File: config.mk
export PLATFORM = sky130hd
export DESIGN_NAME = vend_change_engine
export DESIGN_NICKNAME = d
export VERILOG_FILES = /design/src/rtl/vend_change_engine.sv
export SDC_FILE = /design/constraint.sdc
export NUM_CORES = 1
export LEC_CHECK = 0
export ABC_AREA = 1
export BUFFER_PORTS_ARGS = -buffer_cell sky130_fd_sc_hd__buf_2
export CAP_MARGIN = 30
export CORE_ASPECT_RATIO = 0.5
export CORE_MARGIN = 5
export CORE_UTILIZATION = 35
export CTS_CLUSTER_DIAMETER = 80
export DETAILED_ROUTE_END_ITERATION = 10
export GPL_ROUTABILITY_DRIVEN = 0
export RECOVER_POWER = 25
export SLEW_MARGIN = 20
export SYNTH_ARGS = -nofsm -noshare
export SYNTH_HDL_FRONTEND = slang
export SYNTH_SLANG_ARGS = --single-unit
File: constraint.sdc
create_clock -name clk -period 2.1 [get_ports clk]
set_input_delay 0.105 -clock clk [delete_from_list [all_inputs] [get_ports clk]]
set_output_delay 0.105 -clock clk [all_outputs]
set_load 0.02 [all_outputs]
File: src/rtl/vend_change_engine.sv
// vend_change_engine
//   Accumulates quarter/dollar credit, vends one of NUM_SEL products at
//   per-product prices, and pays change (or a full refund on cancel) as a
//   serial coin stream over a valid/ready handshake. Money is in quarters.
//
// Ports
//   clk            : clock, rising edge
//   reset          : asynchronous active-low reset
//   quarter_in     : one-cycle pulse, quarter inserted
//   dollar_in      : one-cycle pulse, dollar inserted
//   cancel         : refund request
//   selection      : 0 = none, k = product k
//   coin_ready     : dispenser accepts presented coin
//   credit         : current credit / remaining change during payout
//   vend           : one-cycle dispense pulse
//   vend_id        : product being vended (0 when vend=0)
//   coin_valid     : coin presented to dispenser
//   coin_is_dollar : presented coin is a dollar (1) or quarter (0)
//   coin_reject    : one-cycle pulse, inserted coin must be returned
//   busy           : not idle
module vend_change_engine #(
  parameter int unsigned                 CREDIT_W   = 4,
  parameter int unsigned                 MAX_CREDIT = 8,
  parameter int unsigned                 NUM_SEL    = 2,
  parameter int unsigned                 SEL_W      = 2,
  parameter int unsigned                 PRICE_W    = 4,
  parameter logic [NUM_SEL*PRICE_W-1:0]  PRICES     = {4'd6, 4'd4},
  parameter int unsigned                 DOLLAR_VAL = 4
) (
  input  logic                clk,
  input  logic                reset,
  input  logic                quarter_in,
  input  logic                dollar_in,
  input  logic                cancel,
  input  logic [SEL_W-1:0]    selection,
  input  logic                coin_ready,
  output logic [CREDIT_W-1:0] credit,
  output logic                vend,
  output logic [SEL_W-1:0]    vend_id,
  output logic                coin_valid,
  output logic                coin_is_dollar,
  output logic                coin_reject,
  output logic                busy
);

  typedef enum logic [1:0] {
    IDLE   = 2'd0,
    VEND   = 2'd1,
    PAYOUT = 2'd2
  } state_e;

  localparam int unsigned SUM_W = CREDIT_W + 1;
  localparam int unsigned CMP_W = (CREDIT_W > PRICE_W) ? CREDIT_W : PRICE_W;

  localparam logic [SUM_W-1:0]    MAX_SUM    = SUM_W'(MAX_CREDIT);
  localparam logic [SUM_W-1:0]    DOLLAR_SUM = SUM_W'(DOLLAR_VAL);
  localparam logic [CREDIT_W-1:0] DOLLAR_CR  = CREDIT_W'(DOLLAR_VAL);

  state_e              state_q, state_d;
  logic [CREDIT_W-1:0] credit_q, credit_d;
  logic [SEL_W-1:0]    vend_id_q, vend_id_d;
  logic                coin_reject_q, coin_reject_d;

  // Coin acceptance: sum is one bit wider than credit so it cannot wrap.
  logic                coin_any;
  logic [SUM_W-1:0]    coin_val;
  logic [SUM_W-1:0]    coin_sum;
  logic                coin_fits;

  assign coin_any  = quarter_in | dollar_in;
  assign coin_val  = dollar_in ? DOLLAR_SUM : SUM_W'(1);
  assign coin_sum  = {1'b0, credit_q} + coin_val;
  assign coin_fits = (coin_sum <= MAX_SUM);

  // Price lookup for the current selection; shift avoids variable part-selects.
  logic [PRICE_W-1:0]  price;
  logic                sel_valid;
  logic                afford;

  always_comb begin
    price     = '0;
    sel_valid = 1'b0;
    for (int unsigned k = 0; k < NUM_SEL; k++) begin
      if (selection == SEL_W'(k + 1)) begin
        sel_valid = 1'b1;
        price     = PRICE_W'(PRICES >> (k * PRICE_W));
      end
    end
  end

  assign afford = (CMP_W'(credit_q) >= CMP_W'(price));

  // Payout: dollars first while at least a dollar remains.
  logic                pay_dollar;
  logic [CREDIT_W-1:0] pay_rem;

  assign pay_dollar = (credit_q >= DOLLAR_CR);
  assign pay_rem    = credit_q - (pay_dollar ? DOLLAR_CR : CREDIT_W'(1));

  always_comb begin
    state_d       = state_q;
    credit_d      = credit_q;
    vend_id_d     = vend_id_q;
    coin_reject_d = 1'b0;
    unique case (state_q)
      IDLE: begin
        if (quarter_in && dollar_in) begin
          coin_reject_d = 1'b1;
        end else if (coin_any) begin
          // A coin always wins over cancel/selection in the same cycle.
          if (coin_fits) credit_d = coin_sum[CREDIT_W-1:0];
          else           coin_reject_d = 1'b1;
        end else if (cancel && (credit_q != '0)) begin
          state_d = PAYOUT;
        end else if (sel_valid && afford) begin
          credit_d  = credit_q - CREDIT_W'(price);
          vend_id_d = selection;
          state_d   = VEND;
        end
      end
      VEND: begin
        coin_reject_d = coin_any;
        state_d       = (credit_q == '0) ? IDLE : PAYOUT;
      end
      PAYOUT: begin
        coin_reject_d = coin_any;
        if (coin_ready) begin
          credit_d = pay_rem;
          if (pay_rem == '0) state_d = IDLE;
        end
      end
      default: state_d = IDLE;
    endcase
  end

  always_ff @(posedge clk or negedge reset) begin
    if (!reset) begin
      state_q       <= IDLE;
      credit_q      <= '0;
      vend_id_q     <= '0;
      coin_reject_q <= 1'b0;
    end else begin
      state_q       <= state_d;
      credit_q      <= credit_d;
      vend_id_q     <= vend_id_d;
      coin_reject_q <= coin_reject_d;
    end
  end

  assign credit         = credit_q;
  assign vend           = (state_q == VEND);
  assign vend_id        = (state_q == VEND) ? vend_id_q : '0;
  assign coin_valid     = (state_q == PAYOUT);
  assign coin_is_dollar = (state_q == PAYOUT) && pay_dollar;
  assign coin_reject    = coin_reject_q;
  assign busy           = (state_q != IDLE);

endmodule

==> results_dict.tcl <==
set metrics [dict create \
    outcome "finished, final reports clean" \
    cp_common_cell "nand2_1" \
    maxSlewHeadroom 0.620 \
    path_clk_slew_ps 50 \
    fillerInstances 294 \
    arrival_ps 2010 \
    reg2reg_from "credit[2]" \
    yosys.area_share.simple 0.407 \
    overflow 0 \
    crit_path_end_kind "flip-flop" \
    pwr-share-seq 0.169 \
    instances_no_fill 214 \
    hp-class "in2reg" \
    yosysWarnings 0 \
    die_w_um 86.6 \
    fin_crit_sh 0.902 \
    power.internal_w 0.000917 \
    path_buf_inv 1 \
    yosysSeqAreaShare 0.219 \
    cp_top_family "simple AND/OR/NAND/NOR gates" \
    max_stage_delay_ps 510 \
    clockBufferDepth 2 \
    hold-worst-slack_ps 112 \
    synth_area_leaders "dfrtp_1, nand2_1, ha_1" \
    worstSetupStartpointType "flip-flop" \
    netlist_area_um2 1030 \
    place_inst 209 \
    p_clk_frac 0.103 \
    cp_cell_sequence "nor2_2 > ha_1 > ha_1 > inv_1 > nand3_1 > nand2_1 > nor2_1 > nand2_1 > nand2_1 > nand2_2 > o21ai_1 > nand2_1" \
    cts_htree_levels 1 \
    power_density_nw_per_um2 1610 \
    synth_compound_area_frac 0.0853 \
    track_usage 0.123 \
    ios 19 \
    ys_ff_latch 9 \
    coreArea_um2 2700 \
    startpoint "credit[2]" \
    met2_length_um 1040 \
    clock_latency_ps 230 \
    p_sw_w 0.00106 \
    viasPerCell 4.74 \
    p_comb_frac 0.727 \
    grt_pass1_wl_um 4190 \
    synthAdderAreaFrac 0.166 \
    ff2ff_setup_slack_ps 200 \
    wirelength_um 2450 \
    path_class "reg2reg" \
    diodes 0 \
    syn_nets 173 \
    wl_met1_um 1290 \
    maxCapViolCount 0 \
    die_area_um2 4180 \
    synth_top_family_by_area "simple AND/OR/NAND/NOR gates" \
    swShare 0.536 \
    final_nets 199 \
    p_leak_nw 0.699 \
    synth_top_area_share 0.219 \
    rsz0062_at_grt "no" \
    ant_nets 0 \
    critPathMaxFanout 8 \
    drc 0 \
    tritoncts "built" \
    post-cts-setup-buffer-count 0 \
    grt_max_degree 13 \
    synthToLayoutAreaGrowth_pct 19.6 \
    cts_hold_buf 1 \
    tightest_slew_ps 569 \
    cts_resized 0 \
    post_drt_wl_per_cell_um 11.4 \
    min_period_ps 1900 \
    cts-root-buf "clkbuf_8" \
    numCtsBuffers 3 \
    synth-xor-area-share 0 \
    wl_met3_um 94 \
    cts.sinks 9 \
    cp.required_ps 2220 \
    io_buffers 18 \
    dr.pass1.iters 4 \
    tns_ps 0 \
    syn-instance-count 152 \
    peakVddDrop_uv 674 \
    critPathSlowestCell "dfrtp_1" \
    avgSynthCellArea_um2 6.76 \
    synth_top_area_cell "dfrtp_1" \
    start_util 0.380 \
    finalHoldViolCount 0 \
    synthMuxAreaShare 0.00974 \
    drive_above_1_share 0.237 \
    setup_viol 0 \
    drt_iter0_drc 36 \
    fmax_ghz 0.528 \
    grt_pass1_vias 916 \
    antenna_found_initial 0 \
    highest_layer "met4" \
    num_vias 1015 \
    rows 13 \
    die_h_um 48.3 \
    hpwl_um 2030 \
    timing.final.max_slew_violations 0 \
    synth_cell_types 26 \
    skew_ps 3.07 \
    hp-start "selection[1]" \
]
## cells in the mapped netlist (all sizes together)
cell,instances
nand3,20
or2,1
a21oi,7
o211ai,1
inv,27
dfrtp,9
mux2i,1
clkinv,1
a31oi,1
ha,12
nor2,12
nor3,1
o21ai,7
nand2,49
nand4,1
buf,1
fa,1
## stage by stage
stage / setup WS, ps / instance area (µm²) / power [W] / util
floorplan: 335 / 1030 / 0.00142 / -
global placement: 239 / 1170 / 0.00177 / 0.435
detailed placement: 219 / 1170 / 0.00178 / 0.435
CTS: 198 / 1230 / 0.00200 / 0.456
global route: 15.0 / 1230 / 0.00220 / 0.455
finish: 205 / 1230 / 0.00198 / 0.455
## flip-flops by register name, indices dropped and copies added, names as in the netlist
name         flops
state_q          2
credit           4
vend_id_q        2
coin_reject      1
## power groups by stage
stage | Clock (W) | Combinational, W | Sequential [W]
after floorplan | 0 | 0.00102 | 0.000400
after global placement | 0 | 0.00144 | 0.000335
after detailed placement | 0 | 0.00144 | 0.000338
after CTS | 0.000209 | 0.00146 | 0.000335
after global routing | 0.000221 | 0.00163 | 0.000348
final | 0.000204 | 0.00144 | 0.000335
## worst min-delay path, cell delays in order
cell and delay, ps:
buf_2 90, nand2_1 40, o21ai_0 60
## worst paths after layout
kind | end | depth (start not counted)
min in group asynchronous | coin_reject | 2
worst max-delay path | state_q[0] | 12
worst min register to register | vend_id_q[1] | 2
worst min-delay path | vend_id_q[1] | 3
max in group asynchronous | vend_id_q[1] | 2
worst max register to register | state_q[0] | 12
## cells by family after synthesis
| group | count (synthesis) |
|---|---|
| AOI/OAI and AO/OA | 16 |
| adders and majority gates | 13 |
| buffers and inverters | 29 |
| DFF | 9 |
| muxes | 1 |
| and+or+nand+nor | 84 |
## final cells by class
type / instances / area [µm²] / share of cell area
tap: 37 / 46.3 / 0.0377
inverter: 28 / 105 / 0.0855
sequential: 9 / 225 / 0.183
multi-input combinational: 114 / 686 / 0.558
timing repair buffer: 22 / 121 / 0.0988
clock buffer: 4 / 45.0 / 0.0367
## layer usage
| layer | up-vias | track usage |
|---|---|---|
| met4 | 0 | 0.0311 |
| met2 | 25 | 0.188 |
| met3 | 2 | 0.0202 |
| met5 | - | 0 |
| met1 | 456 | 0.177 |
| li1 | 532 | - |
## placed cells by master, fill, tap and decap left out, drive strengths merged
cell,count
fa,1
o21ai,7
clkinv,1
nor2,12
dlygate4sd3,1
dfrtp,9
buf,20
mux2i,1
inv,27
o211ai,1
nand4,1
nor3,1
ha,12
a21oi,7
a31oi,1
clkbuf,5
or2,1
nand2,49
nand3,20
Note: power is estimated with default switching activity, not from simulation.
